--- src/rtl/gf2m163_pkg.sv ---
// Shared constants, FSM state type and fold-count helper for the B-163 reduction stage.
package gf2m163_pkg;

  localparam int         M_DEF         = 163;
  localparam logic [7:0] TAPS_DEF      = 8'hC9;
  localparam int         NUM_FOLDS_DEF = 2;

  typedef enum logic [1:0] {
    IDLE,
    FOLD,
    OUT
  } state_t;

  function automatic int tap_degree(input logic [7:0] taps);
    int d;
    d = 0;
    for (int t = 0; t < 8; t++) begin
      if (taps[t]) d = t;
    end
    return d;
  endfunction

  // Each fold maps degree d to (d - m + k); count folds until the degree drops below m.
  function automatic int required_folds(input int m, input logic [7:0] taps);
    int deg;
    int n;
    int k;
    deg = 2 * m - 2;
    n   = 0;
    k   = tap_degree(taps);
    while (deg >= m && n < 64) begin
      deg = deg - m + k;
      n++;
    end
    return n;
  endfunction

endpackage

--- src/rtl/gf2m_fold.sv ---
// One combinational fold step: acc mod f(x) partially reduced by folding the high half onto the taps.
module gf2m_fold
  import gf2m163_pkg::*;
#(
  parameter int         M    = M_DEF,
  parameter logic [7:0] TAPS = TAPS_DEF
) (
  input  logic [2*M-2:0] acc,
  output logic [2*M-2:0] acc_next
);

  localparam int W = 2 * M - 1;

  logic [W-1:0] h_ext;
  logic [W-1:0] part [0:8];

  assign h_ext   = {{M{1'b0}}, acc[W-1:M]};
  assign part[0] = {{(M-1){1'b0}}, acc[M-1:0]};

  // x^M == TAPS(x), so every set tap contributes a shifted copy of the high half.
  for (genvar gi = 0; gi < 8; gi++) begin : g_tap
    if (TAPS[gi]) begin : g_on
      assign part[gi+1] = part[gi] ^ (h_ext << gi);
    end else begin : g_off
      assign part[gi+1] = part[gi];
    end
  end

  assign acc_next = part[8];

endmodule

--- src/rtl/gf2m163_reduce_seq.sv ---
// Sequential B-163 reduction: accepts a 325-bit product, folds it NUM_FOLDS times, emits a 163-bit element.
module gf2m163_reduce_seq
  import gf2m163_pkg::*;
#(
  parameter int         M         = M_DEF,
  parameter logic [7:0] TAPS      = TAPS_DEF,
  parameter int         NUM_FOLDS = NUM_FOLDS_DEF
) (
  input  logic           clk,
  input  logic           rst_n,
  input  logic           in_valid,
  output logic           in_ready,
  input  logic [2*M-2:0] in_data,
  output logic           out_valid,
  input  logic           out_ready,
  output logic [M-1:0]   out_data
);

  localparam int                W         = 2 * M - 1;
  localparam int                CNT_W     = $clog2(NUM_FOLDS + 1);
  localparam logic [CNT_W-1:0]  LAST_FOLD = CNT_W'(NUM_FOLDS - 1);

  if (NUM_FOLDS < required_folds(M, TAPS)) begin : g_fold_check
    $error("NUM_FOLDS too small to fully reduce modulo f(x)");
  end

  state_t           state_reg, state_next;
  logic [W-1:0]     acc_reg, acc_next;
  logic [CNT_W-1:0] cnt_reg, cnt_next;
  logic [W-1:0]     fold_out;

  gf2m_fold #(
    .M    (M),
    .TAPS (TAPS)
  ) u_fold (
    .acc      (acc_reg),
    .acc_next (fold_out)
  );

  always_ff @(posedge clk or negedge rst_n) begin
    if (!rst_n) begin
      state_reg <= IDLE;
      acc_reg   <= '0;
      cnt_reg   <= '0;
    end else begin
      state_reg <= state_next;
      acc_reg   <= acc_next;
      cnt_reg   <= cnt_next;
    end
  end

  always_comb begin
    state_next = state_reg;
    acc_next   = acc_reg;
    cnt_next   = cnt_reg;
    unique case (state_reg)
      IDLE: begin
        if (in_valid) begin
          acc_next   = in_data;
          cnt_next   = '0;
          state_next = FOLD;
        end
      end
      FOLD: begin
        acc_next = fold_out;
        cnt_next = cnt_reg + CNT_W'(1);
        if (cnt_reg == LAST_FOLD) state_next = OUT;
      end
      OUT: begin
        // Result handoff and next accept may share a cycle.
        if (out_ready) begin
          if (in_valid) begin
            acc_next   = in_data;
            cnt_next   = '0;
            state_next = FOLD;
          end else begin
            state_next = IDLE;
          end
        end
      end
      default: state_next = IDLE;
    endcase
  end

  always_comb begin
    in_ready  = (state_reg == IDLE) | ((state_reg == OUT) & out_ready);
    out_valid = (state_reg == OUT);
    out_data  = acc_reg[M-1:0];
  end

  a_upper_zero: assert property (@(posedge clk) disable iff (!rst_n)
    (state_reg == OUT) |-> (acc_reg[W-1:M] == '0));

endmodule

--- config.mk ---
export PLATFORM = sky130hd
export DESIGN_NAME = gf2m163_reduce_seq
export DESIGN_NICKNAME = d
export VERILOG_FILES = /design/src/rtl/gf2m163_pkg.sv /design/src/rtl/gf2m_fold.sv /design/src/rtl/gf2m163_reduce_seq.sv
export SDC_FILE = /design/constraint.sdc
export NUM_CORES = 1
export LEC_CHECK = 0
export ABC_AREA = 1
export BUFFER_PORTS_ARGS = -buffer_cell sky130_fd_sc_hd__buf_2
export CORE_MARGIN = 10
export CORE_UTILIZATION = 53
export DETAILED_ROUTE_END_ITERATION = 8
export PLACE_DENSITY = 0.78
export SLEW_MARGIN = 20
export SYNTH_ARGS = -nofsm -noshare
export SYNTH_HDL_FRONTEND = slang
export SYNTH_SLANG_ARGS = --single-unit
--- constraint.sdc ---
create_clock -name clk -period 2.3 [get_ports clk]
set_clock_uncertainty 0.1 [all_clocks]
set_input_delay 0.46 -clock clk [delete_from_list [all_inputs] [get_ports clk]]
set_output_delay 0.46 -clock clk [all_outputs]
set_load 0.03 [all_outputs]
# Word level (Yosys, flattened, before mapping)
# Cells that the tools add are included.
# word_totals
register_bits	329
input_bits	329
# op_classes
add_sub_neg	1
eq_ne	6
mux	11
bitwise_logic	6
reduce_logical	4
# op_table
operator	n
$pmux W325 S3	1
$mux W325	2
$xor A325 B165 Y325	1
$xor A325 B168 Y325	1
$xor A325 B169 Y325	1
$xor A163 B162 Y163	1
$pmux W2 S3	2
$mux W2	5
$eq A2 B1 Y1 const B	2
$ne A2 B2 Y1 const B	2
$reduce_and A3 Y1	1
$reduce_bool A3 Y1	1
$add A2 B1 Y2 const B	1
$eq A2 B2 Y1 const B	1
$logic_not A2 Y1	1
$ne A2 B1 Y1 const B	1
$reduce_and A2 Y1	1
$and A1 B1 Y1	1
$mux W1	1
$or A1 B1 Y1	1

# Longest topological paths before layout
# logic_depth
ltp_word	5
ltp_mapped	10
mapped_depth_nobuf	9

# Cells and area by module
# A second synthesis with hierarchy kept.
# hier_totals
cells_unflattened	4658
hier_area_um2	27481.4
# by_module_without_submodules
module	instances	cells_each	area_per_inst_um2	seq_area_each_um2
gf2m163_reduce_seq	1	2612	17561.8	8232.9
gf2m_fold	1	2046	9919.5	0.0

# Least setup slack after synthesis
# OpenSTA, ideal clock, no wires.
# synth_path
kind	input-to-output
startpoint	input out_ready
endpoint	output in_ready
arrival_time_ns	1.222
required_time_ns	1.740
path_slack_ns	0.518
cell_stages	3
n_path_buf	1
path_cell_list	inv_1 > a21oi_1 > clkbuf_1
# synth_via
elab_chain_cells	2
# synth_rtl
item	line_no	rtl
from (decl)	gf2m163_reduce_seq.sv:15	input logic out_ready,
$and A1 B1 Y1	gf2m163_reduce_seq.sv:86	in_ready = (state_reg == IDLE) | ((state_reg == OUT) & out_ready);
$or A1 B1 Y1	gf2m163_reduce_seq.sv:86	
to (decl)	gf2m163_reduce_seq.sv:12	output logic in_ready,
# Every way passes these cells.

# Final worst setup path
# layout_path
startpoint	register state_reg[0]
endpoint	output in_ready
# layout_via
elab_chain_cells	3
word_cells_on_any_way	4
cone_classes	eq/ne: 1; bitwise: 2; reduce/logical: 1
# layout_rtl
item	line_no	rtl
from (decl)	gf2m163_reduce_seq.sv:27	state_t state_reg, state_next;
from (signal assigned)	gf2m163_reduce_seq.sv:46	state_reg <= state_next;
$eq A2 B2 Y1	gf2m163_reduce_seq.sv:86	
$and A1 B1 Y1	gf2m163_reduce_seq.sv:86	
$or A1 B1 Y1 *	gf2m163_reduce_seq.sv:86	
# Mark *: on every way between the ends. The rest lies on a longest branch, timed or not.

==> flow_summary.yaml <==
worst_setup_path:
  cp-start-kind: "flip-flop"
  path_cells: "a21oi_2 -> buf_2"
  r2r_slack_ns: 0.22
  end_kind: "output pin"
  cp.arrival_ns: 1.55
  slowest_stage: "dfrtp_1"
  critical_path.top_delay_family: "flip-flops"
  required_ns: 1.74
  cp_num_buf_inv: 1
  crit_type: "flip-flop to output pin"
  cpPeakStageDelay_ns: 0.47
  crit_fanout: 5
clock_tree:
  cts_setup_buffers: 0
  cts_max_level: 2
  cts_root_buf: "clkbuf_16"
  clockBufferDepth: 3
  clk_pin_slew_ns: 0.06
  clkSinkCount: 329
  tritoncts: "yes"
  clock_latency_ns: 0.57
  numCtsBuffers: 41
floorplanning:
  dieHeight_um: 233
  std_cell_rows: 78
  core_region_area_sq_um: 45100
  initial_core_util_pct: 53.4
  die_area_sq_um: 54300
  fp.dieW_um: 233
  io-pin-count: 494
final_layout:
  drive_above_1_share_pct: 14.9
  layout_commonest_cell: "nand2_1"
  area_growth_pct: 14.7
  final_cell_mix: "1428 x nand2_1, 624 x nand3_1, 492 x buf_2"
  regArea_sq_um: 8230
  final_nets: 4464
  multi_input_area_sq_um: 12200
  largest_reg_flops: 325
  fillers: 4276
synthesis:
  synth_cells: 3834
  yosysSeqAreaShare_pct: 34.2
  synth_cell_types: 22
  syn-cell-area_sq_um: 24100
  ys_top_cells_by_area: "dfrtp_1 34%, nand2_1 22%, nand3_1 13%"
  synth_top_area_share_pct: 34.2
  syn_nets: 4164
  yosysTopAreaCell: "dfrtp_1"
  synth_area_per_cell_sq_um: 6.28
  yosys_warnings: 0
  ys_ff_latch: 329
timing:
  worst_pin_slew_ns: 0.678
  post-route-period-util_pct: 91.9
  layout_min_cycle_time_ns: 2.11
  fin_tns_setup_ns: 0
  slew_viol_final: 0
  rsz0062_at_grt: "false"
  maxSlewHeadroom_pct: 54.8
  max_freq_ghz: 0.473
  setup_viol: 0
  final_hold_viol_count: 0
status:
  status: "finished clean"
routing:
  antenna_left: 0
  wirelength_um: 74700
  vias: 24500
  drc: 0
  via_per_inst: 5.13
  wl_per_cell_um: 15.7
  dr.first_iter.drc_count: 1970
  first_pass_iters: 6
grt:
  grt_pass1_wl_um: 118000
  grt_overflow: 0
  grt_max_degree: 153
  grt_usage_pct: 26.7
  antenna_found_initial: 7
  grt_pass1_vias: 22600
placement:
  hpwl_um: 57100
  place.gp.congestion: 0.909
  portBuffers: 493
pwr:
  sequentialPowerShare_pct: 26.1
  p_comb_share_pct: 60.8
  p_leak_nw: 16.2
  irDropWorstVdd_v: 0.00124
  p_per_area_nw_per_um2: 1780
  clkPwrFrac_pct: 13.2
  p_sw_mw: 26.4
  switching_share_pct: 53.8
  power.internal_mw: 22.7
  p_total_mw: 49.0
job:
  maxCapViolCount: 0
min_path:
  hold_path.class: "primary input to flip-flop"
cell families (layout without fill, tap and decap cells):
| group | after synthesis | after routing | synth area share, % |
|---|---|---|---|
| simple gates | 2385 | 2385 | 40.6 |
| buf+inv | 766 | 1097 | 15.1 |
| flops | 329 | 329 | 34.2 |
| compound gates | 181 | 181 | 3.80 |
| xor+xnor | 172 | 172 | 6.26 |
| fa+ha+maj | 1 | 1 | 0.0520 |
| other cells | 0 | 4 | 0 |
area by class of cell:
cell class	count	area share (%)
sequential	329	29.8
clock buffer	66	4.72
tap	600	2.72
inverter	472	6.49
multi-input combinational	2739	44.3
antenna	4	0.0363
clock inverter	8	0.159
timing repair buffer	551	11.8
timing repair:
| item | 4_1_cts | 5_1_grt |
|---|---|---|
| hold buffers | 2 | 0 |
| resized for setup | 0 | 1 |
| hold endpoints to repair | 40 | 0 |
| setup endpoints to repair | 0 | 1 |
power by group through the flow:
stage / Clock, mW / Combinational (mW) / Sequential [mW]
3_3_place_gp: 0 / 28.7 / 12.7
2_1_floorplan: 0 / 24.9 / 11.4
3_5_place_dp: 0 / 29.5 / 12.8
5_1_grt: 6.79 / 34.0 / 13.2
4_1_cts: 6.55 / 29.8 / 12.7
6_report: 6.45 / 29.8 / 12.8
cells in the mapped netlist, drive strengths merged:
cell / number
o21ai: 171
nor2: 330
dfrtp: 329
clkbuf: 38
nand2: 1430
xnor2: 8
ha: 1
buf: 256
a21oi: 5
nand3b: 1
xor2: 164
o211ai: 1
nand3: 624
inv: 472
o22ai: 4
path summary, 6_finish.rpt:
| path | start | endpoint | cells after the start |
|---|---|---|---|
| worst max register to register | state_reg[1] | acc_reg[242] | 6 |
| worst min-delay path | in_data[317] | acc_reg[317] | 3 |
| worst min register to register | cnt_reg[0] | cnt_reg[0] | 1 |
| min in group asynchronous | rst_n | acc_reg[24] | 2 |
| max in group asynchronous | rst_n | acc_reg[94] | 4 |
| worst max-delay path | state_reg[0] | in_ready | 2 |
routing by layer:
layer	track usage [%]	vias up	share of wire, %
met2	44.1	830	47
met1	34.0	11200	42
li1	-	12300	-
met3	5.99	135	8.2
met5	0	-	0.031
met4	8.62	4	3.0
per-stage QoR:
step	hold WS, ns	utilization [%]	instance area [sq um]	std cells	worst slack [ns]
floorplan	0.0644	-	24100	3834	0.518
global placement	0.296	58.1	26200	4689	0.355
detailed placement	0.292	58.1	26200	4689	0.328
CTS	0.000131	61.2	27600	4765	0.0139
global route	0.0291	61.2	27600	4767	0.144
finish	0.0259	61.2	27600	4769	0.185
worst register-to-register path: stages (launching register included):
cell and delay (ns):
dfrtp_1 0.41, inv_1 0.18, nand2_8 0.20, nand2_8 0.17
buf_12 0.37, nand3_1 0.38, o21ai_0 0.15
Note: power is estimated with default switching activity, not from simulation.
